**src/rtl/hms_pkg.sv**
```systemverilog
// Shared constants and types for the HH:MM:SS time-keeper and its segment decoders.
// Latency: n/a (declarations only).
// Backpressure: n/a.
package hms_pkg;

    // Active-low seven-segment patterns, bit0 = a ... bit6 = g.
    localparam logic [6:0] SEG_BLANK = 7'h7F;
    localparam logic [6:0] SEG_DIGIT [0:9] = '{
        7'b1000000, 7'b1111001, 7'b0100100, 7'b0110000, 7'b0011001,
        7'b0010010, 7'b0000010, 7'b1111000, 7'b0000000, 7'b0011000
    };

    // Digit limits of the BCD counter chain.
    localparam logic [3:0] UNITS_MAX    = 4'd9;
    localparam logic [3:0] SEC_TENS_MAX = 4'd5;
    localparam logic [3:0] MIN_TENS_MAX = 4'd5;
    localparam logic [6:0] HR_MAX       = 7'd23;

    // Six-digit BCD time, always held in 24 h form.
    typedef struct packed {
        logic [3:0] hr_t;
        logic [3:0] hr_u;
        logic [3:0] min_t;
        logic [3:0] min_u;
        logic [3:0] sec_t;
        logic [3:0] sec_u;
    } hms_t;

    // Two BCD digits to binary (0..99).
    function automatic logic [6:0] bcd2bin(input logic [7:0] b);
        return ({3'b000, b[7:4]} * 7'd10) + {3'b000, b[3:0]};
    endfunction

endpackage

```
**src/rtl/seg7_decode.sv**
```systemverilog
// One BCD digit to an active-low seven-segment pattern; codes above 9 or blank show nothing.
// Latency: combinational.
// Backpressure: none.
// Ports: bcd (digit), blank (force all segments off), seg (active-low a..g on bits 0..6).
module seg7_decode
    import hms_pkg::*;
(
    input  logic [3:0] bcd,
    input  logic       blank,
    output logic [6:0] seg
);

    always_comb begin
        seg = SEG_BLANK;
        if (!blank) begin
            case (bcd)
                4'd0:    seg = SEG_DIGIT[0];
                4'd1:    seg = SEG_DIGIT[1];
                4'd2:    seg = SEG_DIGIT[2];
                4'd3:    seg = SEG_DIGIT[3];
                4'd4:    seg = SEG_DIGIT[4];
                4'd5:    seg = SEG_DIGIT[5];
                4'd6:    seg = SEG_DIGIT[6];
                4'd7:    seg = SEG_DIGIT[7];
                4'd8:    seg = SEG_DIGIT[8];
                4'd9:    seg = SEG_DIGIT[9];
                default: seg = SEG_BLANK;
            endcase
        end
    end

endmodule

```
**src/rtl/hms_timer_display.sv**
```systemverilog
// HH:MM:SS up/down time-keeper with prescaled 1 s tick, validated BCD preset and 6-digit seven-segment output.
// Latency: state/sec_tick/zero/load_err update on the tick or load edge; hex*/pm lag the state by 1 clk.
// Backpressure: none; load has priority over a coincident tick, which is dropped.
// Ports: clk, rst (async active-low), run/down/mode12 controls, load + load_hh/mm/ss BCD preset,
//        hex5..hex0 active-low segments (hex5 = hour tens), sec_tick, pm, zero (sticky), load_err.
module hms_timer_display
    import hms_pkg::*;
#(
    parameter int TICK_DIV      = 50_000_000,
    parameter bit BLANK_HR_LEAD = 1'b1
) (
    input  logic       clk,
    input  logic       rst,
    input  logic       run,
    input  logic       down,
    input  logic       mode12,
    input  logic       load,
    input  logic [7:0] load_hh,
    input  logic [7:0] load_mm,
    input  logic [7:0] load_ss,
    output logic [6:0] hex5,
    output logic [6:0] hex4,
    output logic [6:0] hex3,
    output logic [6:0] hex2,
    output logic [6:0] hex1,
    output logic [6:0] hex0,
    output logic       sec_tick,
    output logic       pm,
    output logic       zero,
    output logic       load_err
);

    localparam int             CW   = $clog2(TICK_DIV);
    localparam logic [CW-1:0]  LAST = CW'(TICK_DIV - 1);

    logic [CW-1:0] presc;
    hms_t          cur;
    hms_t          inc_t;
    hms_t          dec_t;
    hms_t          load_t;
    logic          load_ok;
    logic [6:0]    hr_bin;
    logic [6:0]    disp_hr;
    logic [3:0]    dig [6];
    logic [5:0]    blk;
    logic [6:0]    seg_nxt [6];

    assign load_t = '{hr_t: load_hh[7:4], hr_u: load_hh[3:0],
                      min_t: load_mm[7:4], min_u: load_mm[3:0],
                      sec_t: load_ss[7:4], sec_u: load_ss[3:0]};

    // Nibble checks bound each units digit to 9; tens limits then bound mm/ss to 59.
    assign load_ok = (load_hh[3:0] <= UNITS_MAX) && (load_hh[7:4] <= UNITS_MAX)
                  && (bcd2bin(load_hh) <= HR_MAX)
                  && (load_mm[3:0] <= UNITS_MAX) && (load_mm[7:4] <= MIN_TENS_MAX)
                  && (load_ss[3:0] <= UNITS_MAX) && (load_ss[7:4] <= SEC_TENS_MAX);

    // Increment with carry; 23:59:59 wraps to 00:00:00.
    always_comb begin
        inc_t = cur;
        if (cur.sec_u != UNITS_MAX) begin
            inc_t.sec_u = cur.sec_u + 4'd1;
        end else begin
            inc_t.sec_u = 4'd0;
            if (cur.sec_t != SEC_TENS_MAX) begin
                inc_t.sec_t = cur.sec_t + 4'd1;
            end else begin
                inc_t.sec_t = 4'd0;
                if (cur.min_u != UNITS_MAX) begin
                    inc_t.min_u = cur.min_u + 4'd1;
                end else begin
                    inc_t.min_u = 4'd0;
                    if (cur.min_t != MIN_TENS_MAX) begin
                        inc_t.min_t = cur.min_t + 4'd1;
                    end else begin
                        inc_t.min_t = 4'd0;
                        if (hr_bin == HR_MAX) begin
                            inc_t.hr_t = 4'd0;
                            inc_t.hr_u = 4'd0;
                        end else if (cur.hr_u == UNITS_MAX) begin
                            inc_t.hr_u = 4'd0;
                            inc_t.hr_t = cur.hr_t + 4'd1;
                        end else begin
                            inc_t.hr_u = cur.hr_u + 4'd1;
                        end
                    end
                end
            end
        end
    end

    // Decrement with borrow; 00:00:00 is a floor, never wrapped.
    always_comb begin
        dec_t = cur;
        if (cur != '0) begin
            if (cur.sec_u != 4'd0) begin
                dec_t.sec_u = cur.sec_u - 4'd1;
            end else begin
                dec_t.sec_u = UNITS_MAX;
                if (cur.sec_t != 4'd0) begin
                    dec_t.sec_t = cur.sec_t - 4'd1;
                end else begin
                    dec_t.sec_t = SEC_TENS_MAX;
                    if (cur.min_u != 4'd0) begin
                        dec_t.min_u = cur.min_u - 4'd1;
                    end else begin
                        dec_t.min_u = UNITS_MAX;
                        if (cur.min_t != 4'd0) begin
                            dec_t.min_t = cur.min_t - 4'd1;
                        end else begin
                            dec_t.min_t = MIN_TENS_MAX;
                            if (cur.hr_u != 4'd0) begin
                                dec_t.hr_u = cur.hr_u - 4'd1;
                            end else begin
                                dec_t.hr_u = UNITS_MAX;
                                dec_t.hr_t = cur.hr_t - 4'd1;
                            end
                        end
                    end
                end
            end
        end
    end

    // Prescaler, time state and status flags.
    always_ff @(posedge clk or negedge rst) begin
        if (!rst) begin
            presc    <= '0;
            cur      <= '0;
            sec_tick <= 1'b0;
            zero     <= 1'b0;
            load_err <= 1'b0;
        end else begin
            sec_tick <= 1'b0;
            if (load) begin
                // A load attempt swallows any tick due on this edge.
                if (load_ok) begin
                    cur      <= load_t;
                    presc    <= '0;
                    zero     <= 1'b0;
                    load_err <= 1'b0;
                end else begin
                    load_err <= 1'b1;
                end
            end else if (run) begin
                if (presc == LAST) begin
                    presc    <= '0;
                    sec_tick <= 1'b1;
                    if (down) begin
                        cur <= dec_t;
                        // Covers both arriving at zero and ticking while parked there.
                        if (dec_t == '0) begin
                            zero <= 1'b1;
                        end
                    end else begin
                        cur  <= inc_t;
                        zero <= 1'b0;
                    end
                end else begin
                    presc <= presc + CW'(1);
                end
            end
        end
    end

    // 12 h formatting touches only the displayed hour.
    assign hr_bin = bcd2bin({cur.hr_t, cur.hr_u});

    always_comb begin
        disp_hr = hr_bin;
        if (mode12) begin
            if (hr_bin == 7'd0) begin
                disp_hr = 7'd12;
            end else if (hr_bin > 7'd12) begin
                disp_hr = hr_bin - 7'd12;
            end
        end
        dig[0] = cur.sec_u;
        dig[1] = cur.sec_t;
        dig[2] = cur.min_u;
        dig[3] = cur.min_t;
        if (disp_hr >= 7'd20) begin
            dig[5] = 4'd2;
            dig[4] = 4'(disp_hr - 7'd20);
        end else if (disp_hr >= 7'd10) begin
            dig[5] = 4'd1;
            dig[4] = 4'(disp_hr - 7'd10);
        end else begin
            dig[5] = 4'd0;
            dig[4] = 4'(disp_hr);
        end
    end

    assign blk = {(BLANK_HR_LEAD && (dig[5] == 4'd0)), 5'b00000};

    for (genvar i = 0; i < 6; i++) begin : g_dec
        seg7_decode u_dec (
            .bcd   (dig[i]),
            .blank (blk[i]),
            .seg   (seg_nxt[i])
        );
    end

    // Output registers: display and pm follow the state one clock later.
    always_ff @(posedge clk or negedge rst) begin
        if (!rst) begin
            hex5 <= BLANK_HR_LEAD ? SEG_BLANK : SEG_DIGIT[0];
            hex4 <= SEG_DIGIT[0];
            hex3 <= SEG_DIGIT[0];
            hex2 <= SEG_DIGIT[0];
            hex1 <= SEG_DIGIT[0];
            hex0 <= SEG_DIGIT[0];
            pm   <= 1'b0;
        end else begin
            hex5 <= seg_nxt[5];
            hex4 <= seg_nxt[4];
            hex3 <= seg_nxt[3];
            hex2 <= seg_nxt[2];
            hex1 <= seg_nxt[1];
            hex0 <= seg_nxt[0];
            pm   <= (hr_bin >= 7'd12);
        end
    end

endmodule

```
**config.mk**
```make
export PLATFORM = sky130hd
export DESIGN_NAME = hms_timer_display
export DESIGN_NICKNAME = d
export VERILOG_FILES = /design/src/rtl/hms_pkg.sv /design/src/rtl/seg7_decode.sv /design/src/rtl/hms_timer_display.sv
export SDC_FILE = /design/constraint.sdc
export NUM_CORES = 1
export LEC_CHECK = 0
export CELL_PAD_IN_SITES_DETAIL_PLACEMENT = 1
export CELL_PAD_IN_SITES_GLOBAL_PLACEMENT = 2
export CORE_MARGIN = 3
export CORE_UTILIZATION = 38
export CTS_CLUSTER_DIAMETER = 50
export DETAILED_ROUTE_END_ITERATION = 10
export GPL_ROUTABILITY_DRIVEN = 0
export GPL_TIMING_DRIVEN = 0
export PLACE_DENSITY = 0.85
export SLEW_MARGIN = 25
export SYNTH_ARGS = -nofsm -noshare
export SYNTH_HDL_FRONTEND = slang
export SYNTH_SLANG_ARGS = --single-unit
```
**constraint.sdc**
```tcl
create_clock -name clk -period 16.2 [get_ports clk]
set_clock_uncertainty 0.05 [all_clocks]
set_input_delay 4.05 -clock clk [delete_from_list [all_inputs] [get_ports clk]]
set_output_delay 4.05 -clock clk [all_outputs]
set_load 0.1 [all_outputs]
```
==> results of run 1 <==
-- cell families (layout without fill, tap and decap cells) --
group,count (synthesis),in the layout
compound gates,216,216
xor+xnor,45,45
fa+ha+maj,51,51
buf+inv,82,173
flops,93,93
other cells,1,1
mux,14,14
simple gates,280,280
-- sequential cells by signal, indices dropped and copies added (netlist names), 4 cells and up --
signal / flops
hex1: 7
hex4: 7
hex2: 7
hex5: 4
cur: 24
hex0: 7
hex3: 7
presc: 26
-- cell type report --
type,count,area (µm²),area share
multi-input cells,607,4050,0.503
flip-flops and latches,93,2340,0.290
repair buffers,75,769,0.0955
well taps,220,275,0.0342
clock buffers,10,229,0.0284
plain buffers,47,201,0.0250
inverters,35,131,0.0163
clock inverters,6,61.3,0.00761
-- worst min path at each step --
stage / startpoint / slack, ps / end / cells past startpoint
2_1_floorplan: presc[6] / 390 / presc[6] / 1
3_3_place_gp: presc[6] / 410 / presc[6] / 1
3_5_place_dp: presc[6] / 430 / presc[6] / 1
4_1_cts: presc[6] / 440 / presc[6] / 1
5_1_grt: presc[6] / 480 / presc[6] / 1
6_report: presc[6] / 440 / presc[6] / 1
-- power breakdown --
part	internal (mW)	leakage, nW	switching [mW]
sequential	0.312	1.15	0.0393
combinational	0.432	2.09	0.918
clock	0.120	0.143	0.0943
-- placed cells by master, fill, tap and decap left out, types with 25 or more instances in the layout --
master | Yosys | final
ha_1 | 47 | 47
inv_1 | 34 | 34
nand2_1 | 65 | 65
dfrtp_1 | 84 | 84
a21oi_1 | 48 | 48
clkbuf_1 | 32 | 33
xor2_1 | 25 | 25
o21ai_0 | 62 | 62
clkdlybuf4s50_1 | 0 | 73
nor2_1 | 85 | 85
-- critical path: cells and delay by family --
| family | cells | cell delay [ps] |
|---|---|---|
| compound gates | 5 | 1930 |
| fa+ha+maj | 3 | 1020 |
| buf+inv | 2 | 860 |
| simple gates | 3 | 960 |
-- layer usage --
| layer | GRT usage | share of wire | routed length (µm) |
|---|---|---|---|
| met1 | 0.300 | 0.48 | 10000 |
| met2 | 0.354 | 0.47 | 9780 |
| met3 | 0.0317 | 0.032 | 672 |
| met4 | 0.0520 | 0.013 | 276 |
| met5 | 0 | 0 | 0 |
-- through the flow --
| stage | instances | hold WS [ps] |
|---|---|---|
| CTS | 1093 | 436 |
| global route | 1093 | 478 |
| floorplan | 782 | 387 |
| detailed placement | 1077 | 428 |
| global placement | 1076 | 409 |
| finish | 1093 | 435 |
==> out/metrics.yaml, run 1 <==
clocking:
  clock-sinks: 93
  cts_hold_buf: 0
  tritoncts: "done"
  clock_tree.buffer_depth: 2
  tritoncts.num_buffers: 9
  ctsHtreeMaxLevel: 3
  cts_repair_resize_count: 0
  clkLatencyLatePin_ps: 350
  post_cts_buffers: 0
  cts_root_buf: "clkbuf_16"
  clk_transition_reported_paths_ps: 70
layout:
  fin_nets: 949
  nFillCells: 2045
  antennaDiodeCount: 0
  layout-area-overhead-vs-synth_pct: 20.0
  fraction_of_final_layout_cells_with_drive_strength_greater_than_1: 0.0641
  fin_area_um2: 8060
  finalCoreUtilization: 0.476
setup_path:
  endpoint_of_the_most_critical_register_to_register_path: "hex4[4]"
  max_fanout_on_critical_path: 9
  crit_path_frequent_cell: "ha_1"
  critPathKind: "in -> reg"
  critical_path.startpoint_type: "input port"
  reg2reg_from: "cur[18]"
  cp-endpoint: "cur[22]"
  cp_cell_sequence: "clkdlybuf4s50_1, ha_1, ha_1, fa_1, nor3_1, or4b_1, a2111oi_2, o2111ai_1, or3_1, clkbuf_1, o21bai_1, o21ai_0, o221ai_1"
  timing.critical_path.arrival_ps: 8850
  timing.critical_path.to_type: "flop"
  r2r.worst_path.cells: 20
  regToRegSetupSlack_ps: 10050
  critical-path-max-stage-delay_ps: 800
  worst_path_max_delay_cell: "a2111oi_2"
  data_required_time_of_the_critical_path_ps: 16350
  cp-startpoint: "load_hh[7]"
power_and_ir_drop:
  vdd_drop_max_mv: 0.121
  pwr_cell_area_nw_per_um2: 238
  p_leak_nw: 3.38
  post-layout-total-power_mw: 1.91
floorplan:
  floorplan.die_area_um2: 19300
  floorplan.initialDensity: 0.396
  fp.dieH_um: 139
  die_x_extent_um: 139
  placement_rows: 47
  core_area_um2: 16900
  io_pins: 76
synthesis:
  synth_mux_area_frac: 0.0222
  synth.lib_cells_used.distinct: 76
  synthSimpleGateAreaFrac: 0.205
  fraction_of_the_mapped_netlist_area_in_adder_cells: 0.0995
  synth_area_per_cell_um2: 8.59
  post-synth-top-count-cell: "nor2_1"
  largest_family_of_logic_cells_by_synthesized_area: "compound AO/OA/AOI/OAI gates"
  post_synth_xor_area_fraction: 0.0630
  total_nets_after_synthesis: 863
  netlist_top_cells_count: "nor2_1, dfrtp_1, nand2_1, o21ai_0, a21oi_1"
  synth_seq_cells: 93
  synth_compound_gate_area_share: 0.212
  synth_enable_flop_cells: 0
  synth_area_um2: 6720
  postSynthCellCount: 782
  synth_top_cells_by_area: "dfrtp_1, ha_1, nor2_1"
  synth-async-reset-ratio: 1.00
  synth_top_cell_by_area: "dfrtp_1"
  seq_area_frac_synth: 0.348
  dominantRegCellSynth: "dfrtp_1"
  yosys_top_cell_area_share: 0.313
  ys_warn_count: 0
route:
  vias_per_cell: 5.77
  detailedRoute.firstPassIterationCount: 5
  drc_errors: 0
  routed_wirelength_um: 20800
  final_antenna_net_count: 0
  iteration_0_drc_count_of_the_detailed_router: 365
  routedWlPerCell_um: 19.0
  via_count: 6310
timing:
  worstMarginPinSlew_ps: 1070
  timing.slew.headroom: 0.283
  setup_total_negative_slack_ps: 0
  layout_setup_ws_ps: 7500
  finalCriticalPeriod_ps: 8700
  hold_viol: 0
  grt_setup_unrepaired: "false"
  timing.final.crit_share: 0.537
  fmax_ghz: 0.115
  report.final.setup_viol: 0
  total_count_of_max_transition_violations_in_the_final_report: 0
flow_run:
  cap_violations: 0
placement:
  dp_wirelength_um: 15900
  post_place_setup_slack_ps: 7250
  detailed_place.area_um2: 7770
  placement.io_buffers: 74
global_route:
  globalRoute.totalOverflow: 0
  grt_antenna_before_repair: 0
  globalRouteTotalUtil: 0.215
  vias_in_the_first_global_route: 6628
  grt_pass1_wl_um: 34600
  grt_max_degree: 54
run_status:
  outcome: "complete, no violations"
min_path:
  worst_hold_path_type: "reg -> reg"
Note: power is estimated with default switching activity, not from simulation.
==> run 2, diff against run 1 <==
--- a/config.mk
+++ b/config.mk
@@ -8,12 +8,12 @@
 export CELL_PAD_IN_SITES_DETAIL_PLACEMENT = 1
 export CELL_PAD_IN_SITES_GLOBAL_PLACEMENT = 2
 export CORE_MARGIN = 3
-export CORE_UTILIZATION = 38
+export CORE_UTILIZATION = 32
 export CTS_CLUSTER_DIAMETER = 50
 export DETAILED_ROUTE_END_ITERATION = 10
 export GPL_ROUTABILITY_DRIVEN = 0
 export GPL_TIMING_DRIVEN = 0
-export PLACE_DENSITY = 0.85
+export PLACE_DENSITY = 0.76
 export SLEW_MARGIN = 25
 export SYNTH_ARGS = -nofsm -noshare
 export SYNTH_HDL_FRONTEND = slang
==> constraint.sdc (replaced) <==
create_clock -name clk -period 7.2 [get_ports clk]
set_clock_uncertainty 0.05 [all_clocks]
set_input_delay 1.8 -clock clk [delete_from_list [all_inputs] [get_ports clk]]
set_output_delay 1.8 -clock clk [all_outputs]
set_load 0.1 [all_outputs]
==> out/metrics.yaml, run 2 (synthesis gave the netlist of run 1 again) <==
setup_path:
  reg2reg_from: "cur[20]"
  max_fanout_on_critical_path: 9  # unchanged
  timing.critical_path.to_type: "flop"
  r2r.worst_path.cells: 20  # unchanged
  critical_path.startpoint_type: "input port"
  critPathKind: "in -> reg"
  regToRegSetupSlack_ps: 1030  # -9020 ps
  data_required_time_of_the_critical_path_ps: 7410  # -8940 ps
  endpoint_of_the_most_critical_register_to_register_path: "hex4[4]"
  timing.critical_path.arrival_ps: 6830  # -2020 ps
clocking:
  tritoncts.num_buffers: 9  # unchanged
  clock-sinks: 93  # unchanged
  clk_transition_reported_paths_ps: 70  # about the same
  ctsHtreeMaxLevel: 3  # unchanged
  tritoncts: "done"
  clock_tree.buffer_depth: 2  # unchanged
  cts_repair_resize_count: 0  # unchanged
  cts_hold_buf: 0  # unchanged
  cts_root_buf: "clkbuf_16"
  post_cts_buffers: 0  # unchanged
  clkLatencyLatePin_ps: 350  # about the same
global_route:
  grt_max_degree: 62  # +15%
  vias_in_the_first_global_route: 6673  # +0.68%
  globalRoute.totalOverflow: 0  # unchanged
  grt_antenna_before_repair: 0  # unchanged
  globalRouteTotalUtil: 0.191  # -0.0239
  grt_pass1_wl_um: 35200  # +1.6%
floorplan:
  floorplan.initialDensity: 0.329  # -0.0678
  floorplan.die_area_um2: 22800  # +18%
  io_pins: 76  # unchanged
  placement_rows: 52  # +11%
  core_area_um2: 20400  # +21%
  die_x_extent_um: 151  # +8.6%
  fp.dieH_um: 151  # +8.6%
timing:
  timing.slew.headroom: 0.336  # +0.0530
  hold_viol: 0  # unchanged
  timing.final.crit_share: 0.919
  fmax_ghz: 0.151
  report.final.setup_viol: 0  # unchanged
  grt_setup_unrepaired: "false"
  total_count_of_max_transition_violations_in_the_final_report: 0  # unchanged
  finalCriticalPeriod_ps: 6620
  setup_total_negative_slack_ps: 0  # unchanged
  worstMarginPinSlew_ps: 993  # -72.8 ps
route:
  iteration_0_drc_count_of_the_detailed_router: 377  # +3.3%
  routedWlPerCell_um: 18.5  # -2.5%
  routed_wirelength_um: 21200  # +2.0%
  final_antenna_net_count: 0  # unchanged
  detailedRoute.firstPassIterationCount: 6  # +1
  drc_errors: 0  # unchanged
  via_count: 6267  # -0.68%
  vias_per_cell: 5.48  # -5.0%
placement:
  detailed_place.area_um2: 7830  # +0.81%
  dp_wirelength_um: 16200  # +1.9%
  placedCellCount: 1127  # +4.6%
  placement.io_buffers: 74  # unchanged
layout:
  antennaDiodeCount: 0  # unchanged
  fin_nets: 949  # unchanged
  finish.cell_count_without_fillers: 1143  # +4.6%
  top_regs: "presc: 26 flops, cur: 24 flops"
  max_flop_register: "presc"
  final_cell_mix: "nor2_1, dfrtp_1, clkdlybuf4s50_1"
  commonest_non_fill_non_tap_cell_in_the_layout: "nor2_1"
  largest_register_ffs: 26  # unchanged
  fin_area_um2: 8140  # +1.0%
  layout-area-overhead-vs-synth_pct: 21.2
  nFillCells: 2440  # +19%
  fraction_of_final_layout_cells_with_drive_strength_greater_than_1: 0.0653  # +0.00115
power_and_ir_drop:
  vdd_drop_max_mv: 0.182  # +50%
  pwr_cell_area_nw_per_um2: 535  # +130%
  p_leak_nw: 3.39  # +0.32%
min_path:
  worst_hold_path_type: "reg -> reg"
  min_to: "presc[6]"
  min-delay-start: "presc[6]"
  worst_hold_path_cell_count: 1  # unchanged
flow_run:
  cap_violations: 0  # unchanged
run_status:
  outcome: "complete, no violations"
run 2: worst max-delay path, cell delays in order:
cell and delay [ps]:
clkdlybuf4s50_1 600, ha_1 280, ha_1 220, fa_1 520, nor3_1 60, or4b_1 490
a2111oi_2 860, o2111ai_1 490, or3_1 460, clkbuf_1 240, o21bai_1 380, o21a_1 260
o221ai_1 160
run 2: report_power, final:
part / switching [mW] / internal (mW) / total (mW)
combinational: 2.08 / 0.972 / 3.05
sequential: 0.0909 / 0.701 / 0.792
clock: 0.228 / 0.282 / 0.510
total: 2.40 / 1.96 / 4.35
run 2: cell type report:
cell class	instances	area, µm²	share of cell area
well taps	270	338	0.0415
multi-input cells	607	4050	0.498
plain buffers	47	201	0.0248
flip-flops and latches	93	2340	0.287
clock buffers	10	239	0.0294
inverters	35	131	0.0161
clock inverters	6	70.1	0.00861
repair buffers	75	769	0.0946
run 2: per-layer routing:
metal / global-route usage / share of wire / wire length (µm) / vias up
met5: 0 / 0 / 0 / -
met4: 0.0490 / 0.015 / 313 / 0
met3: 0.0203 / 0.034 / 715 / 19
met2: 0.329 / 0.48 / 10200 / 114
met1: 0.258 / 0.47 / 9910 / 3144
li1: - / - / - / 2990
run 2: stage by stage:
stage	hold WS [ps]	utilization	worst slack, ps	total power, mW
global placement	409	0.381	345	3.77
global route	488	0.398	408	4.67
finish	451	0.398	583	4.35
detailed placement	433	0.383	325	3.84
floorplan	387	-	1960	3.11
CTS	444	0.398	688	4.37
run 2: worst max path at each step:
| stage | startpoint | to | slack, ps |
|---|---|---|---|
| finish | load_hh[5] | cur[22] | 580 |
| global route | load_hh[5] | cur[22] | 410 |
| CTS | load_hh[5] | cur[22] | 690 |
| detailed placement | load_hh[5] | cur[22] | 330 |
| global placement | load_hh[5] | cur[22] | 350 |
| floorplan | load_hh[5] | cur[22] | 1960 |
==> run 3, diff against run 2 <==
--- a/config.mk
+++ b/config.mk
@@ -8,12 +8,12 @@
 export CELL_PAD_IN_SITES_DETAIL_PLACEMENT = 1
 export CELL_PAD_IN_SITES_GLOBAL_PLACEMENT = 2
 export CORE_MARGIN = 3
-export CORE_UTILIZATION = 32
+export CORE_UTILIZATION = 35
 export CTS_CLUSTER_DIAMETER = 50
 export DETAILED_ROUTE_END_ITERATION = 10
 export GPL_ROUTABILITY_DRIVEN = 0
 export GPL_TIMING_DRIVEN = 0
-export PLACE_DENSITY = 0.76
+export PLACE_DENSITY = 0.79
 export SLEW_MARGIN = 25
 export SYNTH_ARGS = -nofsm -noshare
 export SYNTH_HDL_FRONTEND = slang
==> constraint.sdc (replaced) <==
create_clock -name clk -period 6.45 [get_ports clk]
set_clock_uncertainty 0.05 [all_clocks]
set_input_delay 1.6125 -clock clk [delete_from_list [all_inputs] [get_ports clk]]
set_output_delay 1.6125 -clock clk [all_outputs]
set_load 0.1 [all_outputs]
==> out/metrics.yaml, run 3 (synthesis gave the netlist of run 1 again) <==
power_and_ir_drop:
  vdd_drop_max_mv: 0.246  # +35%
  share_clk_of_total_power: 0.117  # about the same
  p_leak_nw: 3.39  # about the same
  p_seq_frac: 0.183  # about the same
  net_switching_power_of_the_design_mw: 2.66  # +11%
  pwr_cell_area_nw_per_um2: 596  # +12%
  power.share.combinational: 0.700  # about the same
  post-layout-total-power_mw: 4.84  # +11%
  cellInternalPower_mw: 2.18  # +11%
  sw_frac_of_total: 0.550  # about the same
setup_path:
  timing.critical_path.to_type: "flop"
  cp-startpoint: "load_hh[5]"
  max_fanout_on_critical_path: 9  # unchanged
  r2r.worst_path.cells: 18  # -10%
  cp-endpoint: "cur[22]"
  reg2reg_from: "cur[21]"
  endpoint_of_the_most_critical_register_to_register_path: "hex4[4]"
  critical_path.startpoint_type: "input port"
  data_required_time_of_the_critical_path_ps: 6660  # -750 ps
  critPathKind: "in -> reg"
  timing.critical_path.arrival_ps: 6370  # -460 ps
  regToRegSetupSlack_ps: 510  # -520 ps
floorplan:
  placement_rows: 50  # -3.8%
  floorplan.die_area_um2: 20900  # -8.2%
  die_x_extent_um: 145  # -4.2%
  floorplan.initialDensity: 0.358  # +0.0291
  io_pins: 76  # unchanged
  fp.dieH_um: 145  # -4.2%
  core_area_um2: 18800  # -8.1%
global_route:
  grt_pass1_wl_um: 34500  # -1.9%
  globalRouteMet3Util: 0.0241  # +0.00379
  grt_max_degree: 59  # -4.8%
  global_route_met2_utilization: 0.344  # +0.0152
  busiest_layer: "met2"
  globalRouteTotalUtil: 0.207  # +0.0151
  grt_antenna_before_repair: 0  # unchanged
  globalRoute.totalOverflow: 0  # unchanged
  groute.layer.met1.usage: 0.285  # +0.0270
  vias_in_the_first_global_route: 6668  # -0.075%
timing:
  total_count_of_max_transition_violations_in_the_final_report: 0  # unchanged
  timing.slew.headroom: 0.337  # +0.000820
  grt_setup_unrepaired: "false"
  finalCriticalPeriod_ps: 6160
  timing.final.crit_share: 0.955
  hold_viol: 0  # unchanged
  report.final.setup_viol: 0  # unchanged
  worstMarginPinSlew_ps: 992  # -1.23 ps
  fmax_ghz: 0.162
layout:
  top_regs: "presc: 26 flops, cur: 24 flops"
  layout-area-overhead-vs-synth_pct: 20.8
  nFillCells: 2212  # -9.3%
  finish.cell_count_without_fillers: 1107  # -3.1%
  fraction_of_final_layout_cells_with_drive_strength_greater_than_1: 0.0676  # +0.00229
  final_cell_mix: "nor2_1, dfrtp_1, clkdlybuf4s50_1"
  largest_register_ffs: 26  # unchanged
  fin_area_um2: 8110  # -0.29%
  fin_nets: 949  # unchanged
  commonest_non_fill_non_tap_cell_in_the_layout: "nor2_1"
  max_flop_register: "presc"
  antennaDiodeCount: 0  # unchanged
min_path:
  worst_hold_path_type: "reg -> reg"
clocking:
  clk_transition_reported_paths_ps: 70  # about the same
  ctsHtreeMaxLevel: 3  # unchanged
  clock_tree.buffer_depth: 2  # unchanged
  clock-sinks: 93  # unchanged
  tritoncts: "done"
  post_cts_buffers: 0  # unchanged
  clkLatencyLatePin_ps: 350  # about the same
  tritoncts.num_buffers: 9  # unchanged
  cts_hold_buf: 0  # unchanged
  cts_root_buf: "clkbuf_16"
route:
  vias_per_cell: 5.60  # +2.1%
  detailedRoute.firstPassIterationCount: 5  # -1
  drc_errors: 0  # unchanged
  iteration_0_drc_count_of_the_detailed_router: 355  # -5.8%
  routed_wirelength_um: 20900  # -1.3%
  routedWlPerCell_um: 18.9  # +1.9%
  final_antenna_net_count: 0  # unchanged
  via_count: 6195  # -1.1%
placement:
  dp_wirelength_um: 16000  # -1.3%
  placement.io_buffers: 74  # unchanged
  detailed_place.area_um2: 7780  # -0.58%
  placedCellCount: 1091  # -3.2%
run_status:
  outcome: "complete, no violations"
flow_run:
  cap_violations: 0  # unchanged
[run 3: changes by cell type in the layout (fill, tap and decap cells not counted), sizes merged]
| cell | previous run | this run |
|---|---|---|
| clkinvlp | 0 | 1 |
| clkbuf | 42 | 41 |
| clkinv | 4 | 3 |
| inv | 36 | 37 |
[run 3: timing repair]
action | CTS | global route
gates resized for setup | 2 | 1
cloned | 0 | 0
hold endpoints to repair | 0 | 0
setup endpoints to repair | 3 | 2
[run 3: worst min path at each step]
| stage | slack, ps | from | cells after the start | endpoint |
|---|---|---|---|---|
| floorplan | 390 | presc[6] | 1 | presc[6] |
| global placement | 410 | presc[6] | 1 | presc[6] |
| detailed placement | 420 | presc[6] | 1 | presc[6] |
| CTS | 440 | presc[6] | 1 | presc[6] |
| global route | 470 | presc[6] | 1 | presc[6] |
| finish | 430 | presc[6] | 1 | presc[6] |
[run 3: critical path, cell delays in order]
cell and delay, ps:
clkdlybuf4s50_1 610, ha_1 280, ha_1 210, fa_1 530, nor3_1 60, or4b_1 530, a2111oi_4 630, o2111ai_1 390
or3_1 440, clkbuf_1 230, o21bai_1 380, o21a_1 270, o221ai_1 180
[run 3: cell type report]
| class | instances | area (µm²) | share of cell area |
|---|---|---|---|
| plain buffers | 47 | 201 | 0.0248 |
| clock buffers | 9 | 225 | 0.0278 |
| clock inverters | 7 | 82.6 | 0.0102 |
| inverters | 35 | 131 | 0.0162 |
| multi-input cells | 607 | 4070 | 0.502 |
| flip-flops and latches | 93 | 2340 | 0.288 |
| well taps | 234 | 293 | 0.0361 |
| repair buffers | 75 | 769 | 0.0948 |
[run 3: power by group through the flow]
stage / clock [mW] / combinational [mW] / sequential, mW
2_1_floorplan: 0 / 1.78 / 1.70
3_3_place_gp: 0 / 3.30 / 0.893
3_5_place_dp: 0 / 3.38 / 0.901
4_1_cts: 0.583 / 3.40 / 0.891
5_1_grt: 0.609 / 3.69 / 0.910
6_report: 0.566 / 3.39 / 0.888
[run 3: layer usage]
layer,share of wire,up-vias,routed length [µm]
li1,-,2989,-
met1,0.48,3066,10100
met2,0.47,112,9780
met3,0.028,28,581
met4,0.019,0,407
met5,0,-,0
[run 3: metrics by stage]
| step | util | setup slack [ps] | setup TNS, ps | hold WS [ps] |
|---|---|---|---|---|
| final | 0.432 | 288 | 0 | 433 |
| after global routing | 0.432 | 19.1 | 0 | 465 |
| after CTS | 0.432 | 274 | 0 | 438 |
| after detailed placement | 0.415 | -398 | -2420 | 420 |
| after global placement | 0.413 | -218 | -4260 | 407 |
| after floorplan | - | 1320 | 0 | 387 |
